[src/rtl/usart_pkg.sv]
// usart_pkg: receiver state encoding and baud-divider floor shared by the usart_rx slice
package usart_pkg;

    localparam logic [2:0] ST_IDLE   = 3'd0;
    localparam logic [2:0] ST_START  = 3'd1;
    localparam logic [2:0] ST_DATA   = 3'd2;
    localparam logic [2:0] ST_PARITY = 3'd3;
    localparam logic [2:0] ST_STOP   = 3'd4;
    localparam logic [2:0] ST_BREAK  = 3'd5;

    localparam int CPB_MIN = 4;

endpackage

[src/rtl/usart_sync.sv]
// usart_sync: N-flop synchronizer for an async line, resets to 1 (idle line level)
module usart_sync #(
    parameter int N = 2
) (
    input  logic clk,
    input  logic rst,
    input  logic d,
    output logic q
);

    logic [N-1:0] r;

    // shift the async input through N flops
    always_ff @(posedge clk)
        if (rst) r <= '1;
        else r <= {r[N-2:0], d};

    assign q = r[N-1];

endmodule

[src/rtl/usart_rx.sv]
// usart_rx: oversampling 8N1 receiver with valid/ready output; USART_RX_PARITY_EN adds even parity
module usart_rx
    import usart_pkg::*;
#(
    parameter int SYNC_STAGES = 2,
    parameter int CPB_WIDTH   = 12
) (
    input  logic                 serial_clock,
    input  logic                 reset,
    input  logic [CPB_WIDTH-1:0] clocks_per_bit,
    input  logic                 rx_pin,
    output logic [7:0]           rx_data,
    output logic                 rx_valid,
    input  logic                 rx_ready,
    output logic                 framing_error,
    output logic                 overrun,
`ifdef USART_RX_PARITY_EN
    output logic                 parity_error,
`endif
    output logic                 rts_pin,
    output logic                 rx_active
);

    localparam logic [CPB_WIDTH-1:0] CPB_FLOOR = CPB_WIDTH'(CPB_MIN);
    localparam logic [CPB_WIDTH-1:0] ONE       = CPB_WIDTH'(1);
`ifdef USART_RX_PARITY_EN
    localparam logic [2:0] AFTER_DATA = ST_PARITY;
    logic par_q;
`else
    localparam logic [2:0] AFTER_DATA = ST_STOP;
`endif

    logic                 rxs;
    logic [2:0]           state;
    logic [CPB_WIDTH-1:0] cnt;
    logic [CPB_WIDTH-1:0] cpb_q;
    logic [2:0]           bit_cnt;
    logic [7:0]           shift;
    logic                 hit;
    logic                 stop_hit;
    logic                 good;

    usart_sync #(.N(SYNC_STAGES)) u_sync (
        .clk(serial_clock),
        .rst(reset),
        .d  (rx_pin),
        .q  (rxs)
    );

    // sample strobe: mid-bit during START, end of each bit period afterwards
    always_comb begin
        hit      = (state == ST_START) ? (cnt == (cpb_q >> 1)) : (cnt == cpb_q - ONE);
        stop_hit = (state == ST_STOP) && hit;
`ifdef USART_RX_PARITY_EN
        good     = stop_hit && rxs && (par_q == ^shift);
`else
        good     = stop_hit && rxs;
`endif
    end

    // bit-period counter, restarted on every sample and held at 0 while idle or in break
    always_ff @(posedge serial_clock)
        if (reset || state == ST_IDLE || state == ST_BREAK || hit) cnt <= '0;
        else cnt <= cnt + ONE;

    // frame state machine and data shift register
    always_ff @(posedge serial_clock)
        if (reset) begin
            state   <= ST_IDLE;
            cpb_q   <= CPB_FLOOR;
            bit_cnt <= '0;
            shift   <= '0;
`ifdef USART_RX_PARITY_EN
            par_q   <= 1'b0;
`endif
        end else begin
            case (state)
                ST_IDLE:
                    if (!rxs) begin
                        state   <= ST_START;
                        bit_cnt <= '0;
                        cpb_q   <= (clocks_per_bit < CPB_FLOOR) ? CPB_FLOOR : clocks_per_bit;
                    end
                ST_START:
                    if (hit) state <= rxs ? ST_IDLE : ST_DATA;
                ST_DATA:
                    if (hit) begin
                        shift   <= {rxs, shift[7:1]};
                        bit_cnt <= bit_cnt + 3'd1;
                        if (bit_cnt == 3'd7) state <= AFTER_DATA;
                    end
`ifdef USART_RX_PARITY_EN
                ST_PARITY:
                    if (hit) begin
                        par_q <= rxs;
                        state <= ST_STOP;
                    end
`endif
                ST_STOP:
                    if (hit) state <= rxs ? ST_IDLE : ST_BREAK;
                ST_BREAK:
                    if (rxs) state <= ST_IDLE;
                default:
                    state <= ST_IDLE;
            endcase
        end

    // output register: deliver good bytes, flag errors, drain on handshake
    always_ff @(posedge serial_clock)
        if (reset) begin
            rx_data       <= '0;
            rx_valid      <= 1'b0;
            framing_error <= 1'b0;
            overrun       <= 1'b0;
`ifdef USART_RX_PARITY_EN
            parity_error  <= 1'b0;
`endif
        end else begin
            framing_error <= stop_hit && !rxs;
            overrun       <= good && rx_valid && !rx_ready;
`ifdef USART_RX_PARITY_EN
            parity_error  <= stop_hit && (par_q != ^shift);
`endif
            if (good && (!rx_valid || rx_ready)) begin
                rx_data  <= shift;
                rx_valid <= 1'b1;
            end else if (rx_valid && rx_ready) begin
                rx_valid <= 1'b0;
            end
        end

    assign rts_pin   = rx_valid;
    assign rx_active = (state != ST_IDLE) && (state != ST_BREAK);

endmodule

[config.mk]
export PLATFORM = sky130hd
export DESIGN_NAME = usart_rx
export DESIGN_NICKNAME = d
export VERILOG_FILES = /design/src/rtl/usart_pkg.sv /design/src/rtl/usart_sync.sv /design/src/rtl/usart_rx.sv
export SDC_FILE = /design/constraint.sdc
export NUM_CORES = 1
export LEC_CHECK = 0
export CORE_AREA = 2 2 71 73
export DETAILED_ROUTE_END_ITERATION = 10
export DIE_AREA = 0 0 73 75
export DONT_BUFFER_PORTS = 1
export GPL_ROUTABILITY_DRIVEN = 0
export GPL_TIMING_DRIVEN = 0
export PLACE_DENSITY = 0.77
export SETUP_SLACK_MARGIN = 0.05
export SLEW_MARGIN = 20
export SYNTH_ARGS = -nofsm -noshare
export SYNTH_HDL_FRONTEND = slang
export SYNTH_HIERARCHICAL = 1
export SYNTH_SLANG_ARGS = --single-unit
[constraint.sdc]
create_clock -name serial_clock -period 3.3 [get_ports serial_clock]
set_input_delay 0.165 -clock serial_clock [delete_from_list [all_inputs] [get_ports serial_clock]]
set_output_delay 0.165 -clock serial_clock [all_outputs]
set_load 0.01 [all_outputs]
==> qor.yml <==
status: "finished clean"
grt_pass1_wl_um: 10300
finalCritPeriodShare_pct: 96.8
setup_viol: 0
hold_violations: 0
rsz0062_at_grt: "true"
grt_max_degree: 19
diodes: 0
clock_tree.root_cell: "clkbuf_8"
num_vias: 2484
skew_ps: 8.74
path_class: "reg2reg"
cap_violations: 0
initial_core_util_pct: 59.2
cts_buffer_depth: 2
avgSynthCellArea_um2: 8.00
area_growth_syn_to_layout_pct: 16.9
p_per_area_nw_per_um2: 355
yosys_warnings: 6
drtPass1Iterations: 4
routedWlPerCell_um: 15.4
remaining_drc_errors: 0
arrival_ps: 3400
maxSlewViolCount: 0
ys_ff_latch: 51
drt_wl_total_um: 6550
end_kind: "register"
grt_pass1_vias: 2302
gr-total-overflow: 0
hold_class: "in2reg"
fill_cells: 361
reg2reg_from: "cpb_q[1]"
vdd_drop_max_uv: 292
period_needed_ps: 3190
synth_area_um2: 2760
use_met3_pct: 4.82
dp_worst_setup_slack_ps: 61.4
viasPerCell: 5.84
synth_nets: 365
die-height_um: 75
clkSinkCount: 51
cp.depth: 11
synth_flop_cell: "dfxtp_1"
clk_latency_ps: 310
row_count: 25
grtUsageTotal_pct: 23.6
drt_iter0_drc: 194
hold_start: "clocks_per_bit[0]"
total_power_w: 0.00115
die_x_um: 73
worstPathRequired_ps: 3500
antenna_found_initial: 0
cp_common_cell: "or4_1"
die_area_um2: 5480
p_leak_nw: 1.14
slew_headroom_pct: 63.1
ys_async_sr_fraction_pct: 0
grt.met1_usage_pct: 31.3
finalNetCount: 390
critPathBufInv: 2
core_um2: 4660
ys_seq_area_share_pct: 37.0
place_hpwl_um: 4400
finalWorstSetupSlack_ps: 106
clk_pin_slew_ps: 100
htreeDepth: 2
reg2reg_to: "state[0]"
tightest_slew_ps: 553
synthCells: 345
cts_tree: "yes"
hold_end: "cpb_q[0]"
cp_top_family: "simple AND/OR/NAND/NOR gates"
drtAntennaViolNets: 0
ys_types: 52
cp_max_fo: 5
fmax_mhz: 313
critPathLaunchType: "register"
whs_path_depth: 2
io_buffers: 0
drive_gt1_share_pct: 14.3
slowest_delay_ps: 530
reg2reg_slack_ps: 110
top_usage_layer: "met2"
ios: 29
reg2regPathDepth: 11
path_cells: "or4_4, buf_6, buf_12, or4_1, a21o_1, nand4_2, o21a_2, nor4_4, o21a_1, or4_1, nor3b_2"
cts_inserted_buffers: 5
synth_edf_count: 0
grt_use_met2_pct: 39.0
final_util_pct: 69.2
critical-path-slowest-cell: "or4_4"
==> state kept, by name, indices dropped and copies added, names as in the netlist <==
signal,cells
cnt,12
cpb_q,12
rts_pin,1
state,3
rx_data,8
u_sync/r,2
framing_error,1
shift,8
bit_cnt,3
overrun,1
==> power by group <==
part | total, W | internal, W | switching (W)
logic | 0.000139 | 0.0000627 | 0.0000766
clock network | 0.000374 | 0.000156 | 0.000218
registers | 0.000632 | 0.000622 | 0.0000102
==> metrics by stage <==
stage | area [um^2] | hold WS [ps] | setup TNS, ps | cells
finish | 3230 | 4.89 | 0 | 425
global route | 3230 | 11.2 | -49.9 | 425
CTS | 3060 | 0.899 | 0 | 420
detailed placement | 2840 | 268 | 0 | 400
global placement | 2830 | 268 | 0 | 399
floorplan | 2760 | 262 | 0 | 345
==> logic make-up after synthesis <==
group | count (synthesis) | synth area share (%)
multiplexers | 14 | 5.17
AO/OA/AOI/OAI | 57 | 12.6
flip-flops | 51 | 37.0
AND/OR/NAND/NOR | 160 | 29.7
XOR/XNOR | 27 | 8.57
buffers and inverters | 32 | 5.17
adder cells (fa/ha/maj) | 4 | 1.81
==> per-layer routing <==
| metal | wire length, um | share of wire (%) |
|---|---|---|
| met5 | 0 | 0 |
| met4 | 79 | 1.2 |
| met3 | 333 | 5.1 |
| met2 | 3170 | 48 |
| met1 | 2970 | 45 |
==> Yosys cell counts, types with 3 or more instances <==
master	count	area (um^2)
nor2_1	38	143
nand3_1	16	80.1
clkbuf_1	18	67.6
xnor2_1	18	158
or3_1	3	18.8
dfxtp_1	51	1020
o21ai_0	12	60.1
nand2_1	52	195
a21oi_1	22	110
nor3b_1	3	22.5
a22oi_1	3	22.5
mux2i_1	12	120
o31ai_1	3	22.5
nor4_1	8	50.1
xor2_1	9	78.8
nand4_1	3	18.8
nand2b_1	5	31.3
or4_1	5	37.5
a31oi_1	3	18.8
ha_1	4	50.1
inv_1	7	26.3
buf_2	3	15.0
nor3_1	8	40.0
==> worst max path at each step <==
stage,end,slack [ps],start
after detailed placement,rx_data[4],60,cpb_q[5]
after floorplan,state[0],390,cpb_q[2]
after global routing,state[2],-50,state[0]
after global placement,rx_data[1],60,cpb_q[5]
after CTS,rx_data[4],90,cpb_q[1]
final,state[0],110,cpb_q[1]
==> area by class of cell <==
class | count | area [um^2] | share of cell area (%)
inverters | 7 | 26.3 | 0.814
repair buffers | 21 | 198 | 6.13
well taps | 54 | 67.6 | 2.09
clock buffers | 5 | 68.8 | 2.13
clock inverters | 3 | 27.5 | 0.853
plain buffers | 22 | 104 | 3.22
multi-input cells | 262 | 1710 | 52.9
flip-flops and latches | 51 | 1030 | 31.8
==> cells in the final DEF (no fill, tap or decap), types with 9 or more instances in the layout <==
cell type,Yosys,final
a21oi_1,22,20
clkbuf_1,18,16
dfxtp_1,51,48
dlygate4sd3_1,0,12
mux2i_1,12,12
nand2_1,52,52
nand3_1,16,15
nor2_1,38,38
o21ai_0,12,12
xnor2_1,18,18
xor2_1,9,9
==> repair_timing <==
item	in CTS	in global routing
buffers inserted	0	7
endpoints found under the hold margin	12	0
hold buffers	12	0
gates resized for setup	1	26
gates cloned	0	1
setup endpoints to repair	9	19
pin swaps	0	5
(Power assumes the default switching activity.)
